==> src/rtl/alu_cmd_driver.sv <==
// Initiator for the 4-bit ALU: takes commands on a valid/ready channel, drives registered operands,
// captures Result/Zero into an accumulator and a response channel. ALU_CMD_CHECK_EN builds a result checker.
module alu_cmd_driver #(
  parameter int unsigned OPCNT_W = 8
) (
  input  logic               clk,
  input  logic               rst_n,
  input  logic               cmd_valid,
  output logic               cmd_ready,
  input  logic [2:0]         cmd_op,
  input  logic [3:0]         cmd_a,
  input  logic [3:0]         cmd_b,
  input  logic               cmd_use_acc,
  output logic [3:0]         alu_a,
  output logic [3:0]         alu_b,
  output logic [2:0]         alu_op,
  input  logic [3:0]         alu_result,
  input  logic               alu_zero,
  output logic               rsp_valid,
  input  logic               rsp_ready,
  output logic [3:0]         rsp_result,
  output logic               rsp_zero,
  output logic [3:0]         acc,
  output logic [OPCNT_W-1:0] op_count,
  output logic               chk_err
);

  typedef enum logic [1:0] {IDLE, DRIVE, RESP} state_t;

  state_t state;

  // One operation at a time: accept -> drive ALU for a full cycle -> hold response until taken.
  always_ff @(posedge clk or negedge rst_n) begin
    if (!rst_n) begin
      state      <= IDLE;
      cmd_ready  <= 1'b0;
      alu_a      <= 4'd0;
      alu_b      <= 4'd0;
      alu_op     <= 3'd0;
      rsp_valid  <= 1'b0;
      rsp_result <= 4'd0;
      rsp_zero   <= 1'b0;
      acc        <= 4'd0;
      op_count   <= '0;
    end else begin
      case (state)
        IDLE: begin
          cmd_ready <= 1'b1;
          if (cmd_valid && cmd_ready) begin
            alu_a     <= cmd_use_acc ? acc : cmd_a;
            alu_b     <= cmd_b;
            alu_op    <= cmd_op;
            cmd_ready <= 1'b0;
            state     <= DRIVE;
          end
        end
        DRIVE: begin
          rsp_result <= alu_result;
          rsp_zero   <= alu_zero;
          acc        <= alu_result;
          rsp_valid  <= 1'b1;
          state      <= RESP;
        end
        RESP: begin
          if (rsp_ready) begin
            rsp_valid <= 1'b0;
            op_count  <= op_count + OPCNT_W'(1);
            cmd_ready <= 1'b1;
            state     <= IDLE;
          end
        end
        default: state <= IDLE;
      endcase
    end
  end

`ifdef ALU_CMD_CHECK_EN
  logic [3:0] exp_result_c;

  // Reference ALU over the registered operands.
  always_comb begin
    exp_result_c = 4'd0;
    case (alu_op)
      3'b000:  exp_result_c = alu_a + alu_b;
      3'b001:  exp_result_c = alu_a - alu_b;
      3'b010:  exp_result_c = alu_a & alu_b;
      3'b011:  exp_result_c = alu_a | alu_b;
      3'b100:  exp_result_c = alu_a ^ alu_b;
      3'b101:  exp_result_c = ~(alu_a & alu_b);
      3'b110:  exp_result_c = ~(alu_a | alu_b);
      default: exp_result_c = (alu_a < alu_b) ? 4'd1 : 4'd0;
    endcase
  end

  // Sticky until reset; sampled at the capture edge only.
  always_ff @(posedge clk or negedge rst_n) begin
    if (!rst_n) begin
      chk_err <= 1'b0;
    end else if (state == DRIVE &&
                 (alu_result != exp_result_c || alu_zero != (exp_result_c == 4'd0))) begin
      chk_err <= 1'b1;
    end
  end
`else
  assign chk_err = 1'b0;
`endif

endmodule

==> config.mk <==
export PLATFORM = sky130hd
export DESIGN_NAME = alu_cmd_driver
export DESIGN_NICKNAME = d
export VERILOG_FILES = /design/src/rtl/alu_cmd_driver.sv
export SDC_FILE = /design/constraint.sdc
export NUM_CORES = 1
export LEC_CHECK = 0
export CAP_MARGIN = 20
export CORE_MARGIN = 4
export CORE_UTILIZATION = 35
export CTS_BUF_LIST = sky130_fd_sc_hd__clkbuf_4 sky130_fd_sc_hd__clkbuf_8
export DETAILED_ROUTE_END_ITERATION = 16
export MAX_ROUTING_LAYER = met4
export PLACE_DENSITY = 0.69
export REMOVE_ABC_BUFFERS = 1
export SYNTH_ARGS = -nofsm -noshare
export SYNTH_HDL_FRONTEND = slang
export SYNTH_SLANG_ARGS = --single-unit
==> constraint.sdc <==
create_clock -name clk -period 1.9 [get_ports clk]
set_clock_uncertainty 0.05 [all_clocks]
set_input_delay 0.285 -clock clk [delete_from_list [all_inputs] [get_ports clk]]
set_output_delay 0.285 -clock clk [all_outputs]
set_load 0.03 [all_outputs]
### Yosys cells after proc, flatten, opt, wreduce, memory -nomap -nowiden

Index checks and enable logic that the tools add are counted.

* flip-flop bits (word level): 28
* logic and storage cells: 32

* add/sub/neg operators: 1
* equal/unequal tests: 4
* muxes and demuxes: 9
* reductions and logical operators: 9

Operators by type and width (number)
* 2-bit AND reduction: 5
* 8-bit by 1-bit adder with 8-bit output, second input constant: 1
* 2-bit one-hot mux with 3 select lines: 1
* 2-bit 2-to-1 mux: 2
* 4-bit 2-to-1 mux: 1
* 2-bit inequality test, second input constant: 2
* 1-bit one-hot mux with 2 select lines: 2
* 2-bit nonzero test: 2
* 1-bit 2-to-1 mux: 3
* 2-bit by 1-bit equality test with 1-bit output, second input constant: 1
* 2-bit equality test, second input constant: 1
* 2-bit logical NOT: 1
* 1-bit logical AND: 1

### Longest topological paths before layout

Gate-level depths: netlist of the first run.

* word-level depth: 3
* depth in mapped cells: 5

### Worst setup path after synthesis of the first run

No wires, ideal clock.

* path type: register -> register
* start: register cmd_ready
* end: register alu_b[0]
* library setup time: 0.125 ns
* arrival time: 1.324 ns
* data required time: 1.725 ns
* path slack: 0.401 ns
* stages on the path, launching flop included: 4
* path buffers: 1
* clock period less this slack: 1.499 ns
* cell sequence: dfrtp_1 -> nor4bb_1 -> buf_4 -> mux2_2

* word-level cells in the longest chain between the ends: 2

Ends and longest elaborated chain
* start: declaration: RTL line 9 `output logic cmd_ready,`
* start signal: assignment: RTL line 36 `cmd_ready <= 1'b0;`
* start signal: assignment: RTL line 48 `cmd_ready <= 1'b1;`
* start signal: assignment: RTL line 53 `cmd_ready <= 1'b0;`
* 1-bit logical AND: RTL line 49 `if (cmd_valid && cmd_ready) begin`
* 2-bit AND reduction (no source line)
* end signal: assignment: RTL line 51 `alu_b <= cmd_b;`
* end: declaration: RTL line 15 `output logic [3:0] alu_b,`

Every way passes these cells.
A chain may end at the register's enable or synchronous reset.

### Final worst setup path of the first run

* start: register op_count[2]
* end: output port op_count[2]

RTL lines
* start: declaration: RTL line 24 `output logic [OPCNT_W-1:0] op_count,`
* start signal: assignment: RTL line 67 `op_count <= op_count + OPCNT_W'(1);`

No word-level cell between the ends.

==> reports/results.tsv, run 1 <==
metric	value	unit
status	finished clean	
clk_path_buf_depth	2	
yosysSeqAreaShare	59.20	%
crit_required	1560	ps
antenna_found_initial	0	
syn_inst	92	
layout_common_cells	clkdlybuf4s50_1 (49), dfrtp_1 (28), mux2_2 (13), nor2_1 (7), a21oi_1 (7)	
drt_pass1_iterations	2	
dp_cells	180	
endpoint_kind	output pin	
placed_area	1705	sq um
cts_sinks	28	
gp_congestion	0.6758	
slew_viol_final	0	
drt_iter0_drc	70	
h-tree-depth	1	
root_buffer	clkbuf_4	
crit_buf_inv	1	
grt_usage	13.24	%
dpl.hpwl	1921	um
worstHoldPathType	primary input to asynchronous set/reset pin	
fp.coreArea	3153	sq um
cp.depth	1	
yosys.area.top_type	dfrtp_1	
cp-start-kind	flip-flop	
rsz0062_at_grt	no	
powerDensity	1734	nW/um^2
hold_viol	0	
die_x	66.16	um
drc	0	
dieHeight	66.16	um
grt_pass1_wl	4229	um
nNetsFinal	163	
grt_overflow	0	
layout-drive-gt1-share	14.29	%
finish.utilization	55.32	%
viasPerCell	4.620	
syn_area_per_cell	12.87	sq um
ys_seq_elements	28	
rows	20	
cp_top_family	buffers and inverters	
path_cells	clkdlybuf4s50_1	
r2r_cells	3	
ir_drop	788.4	uV
layout_commonest_cell	clkdlybuf4s50_1	
area_growth	47.36	%
routed_wl	2545	um
design_area	1744	sq um
grt_pass1_vias	931	
wl_per_cell	13.83	um
grt_max_degree	29	
fin_crit	1836	ps
cts.reportedPaths.clkPinSlew	150	ps
setup_viol	0	
critPathKind	flip-flop to output pin	
final.hold.worst_slack	254.8	ps
via_count	850	
postCtsSetupBuffers	0	
antenna_left	0	
antenna_cells	0	
port_buffers	50	
period_share	96.61	%
synth_area	1184	sq um
die-area	4376	sq um
worst-path-max-fanout	5	
initial_core_util	37.54	%
final_cells	184	
power.leakage	0.7625	nW
slowest_delay	710	ps
fmax	544.8	MHz
maxCapViolCount	0	
yosysTopAreaCellShare	59.20	%
cp_slowest_cell	clkdlybuf4s50_1	
synth.distinct_cells	23	
yosysWarnings	0	
cts_buffers	3	
clk_latency	330	ps
synth_top_cells_by_area	dfrtp_1 (59%), mux2_2 (12%), buf_4 (3.8%)	
cts_tree	built	
crit_arrival	1500	ps
ios	52	
==> synth_stat cells, drive strengths merged <==
| cell | instances |
|---|---|
| dfrtp | 28 |
| mux2 | 13 |
| buf | 8 |
| a21oi | 7 |
| nor2 | 7 |
| mux2i | 4 |
| xor2 | 4 |
| nand3 | 3 |
| xnor2 | 3 |
| inv | 2 |
| nand2 | 2 |
| nor3 | 2 |
| and3 | 1 |
| and4b | 1 |
| conb | 1 |
| ha | 1 |
| nand2b | 1 |
| nand3b | 1 |
| nand4 | 1 |
| nor4bb | 1 |
| o21bai | 1 |
==> report_power, final <==
part	leakage (nW)	switching [W]	internal [W]	total [W]
combinational	0.403	0.000893	0.000770	0.00166
clock	0.0210	0.000173	0.000118	0.000290
sequential	0.339	0.000221	0.000851	0.00107
==> logic make-up (layout without fill, tap and decap cells) <==
| family | count (synthesis) | count (layout) | share of synthesized area [%] |
|---|---|---|---|
| buffers and inverters | 10 | 58 | 6.025 |
| adders and majority gates | 1 | 1 | 1.057 |
| and+or+nand+nor | 20 | 20 | 8.881 |
| other | 1 | 1 | 0.3168 |
| DFF | 28 | 28 | 59.20 |
| muxes | 17 | 17 | 15.75 |
| AOI/OAI and AO/OA | 8 | 8 | 3.594 |
| xor gates and xnor gates | 7 | 7 | 5.180 |
==> cell type report <==
cell class	instances	area [sq um]
fill	304	1409
sequential	28	700.7
timing repair buffer	52	518.0
multi-input combinational	54	426.7
tap	44	55.05
clock buffer	4	36.28
inverter	2	7.507
==> flip-flops by register name, indices dropped and copies added (netlist names) <==
| register | count |
|---|---|
| op_count | 8 |
| acc | 4 |
| alu_a | 4 |
| alu_b | 4 |
| alu_op | 3 |
| state | 2 |
| cmd_ready | 1 |
| rsp_valid | 1 |
| rsp_zero | 1 |
==> metrics by stage <==
step	total power, W	setup WS [ps]	TNS, ps
3_5_place_dp	0.002767	187.1	0
2_1_floorplan	0.001997	-744.6	-8186
4_1_cts	0.003067	54.59	0
3_3_place_gp	0.002742	195.5	0
6_report	0.003025	64.50	0
5_1_grt	0.003215	3.036	0
==> what timing repair did <==
| action | in CTS | in global routing |
|---|---|---|
| endpoints found under the hold margin | 0 | 0 |
| endpoints found under the setup margin | 0 | 1 |
| hold buffers | 0 | 0 |
| resized for setup | 0 | 1 |
==> routing by layer <==
layer  vias up  GRT usage [%]  wire, um
li1        402              -         -
met1       410          14.93      1072
met2        33          22.30      1281
met3         5          2.891       138
met4         0          6.091        53
met5         -              -         0
==> worst paths after layout <==
check	start	endpoint	slack [ps]
worst min register to register	op_count[7]	op_count[7]	430
max in group asynchronous	rst_n	op_count[4]	1280
worst max register to register	state[1]	alu_b[1]	360
worst min-delay path	rst_n	acc[1]	250
min in group clk	op_count[7]	op_count[7]	430
worst max-delay path	op_count[2]	op_count[2]	60
Power figures use the tool's default switching activity.
==> run 2, diff against run 1 <==
--- a/config.mk
+++ b/config.mk
@@ -13,6 +13,7 @@
 export MAX_ROUTING_LAYER = met4
 export PLACE_DENSITY = 0.69
 export REMOVE_ABC_BUFFERS = 1
+export SKIP_CTS_REPAIR_TIMING = 1
 export SYNTH_ARGS = -nofsm -noshare
 export SYNTH_HDL_FRONTEND = slang
 export SYNTH_SLANG_ARGS = --single-unit
==> results of run 2 <==
The final DEF is identical to that of run 1; final timing and power are the same.
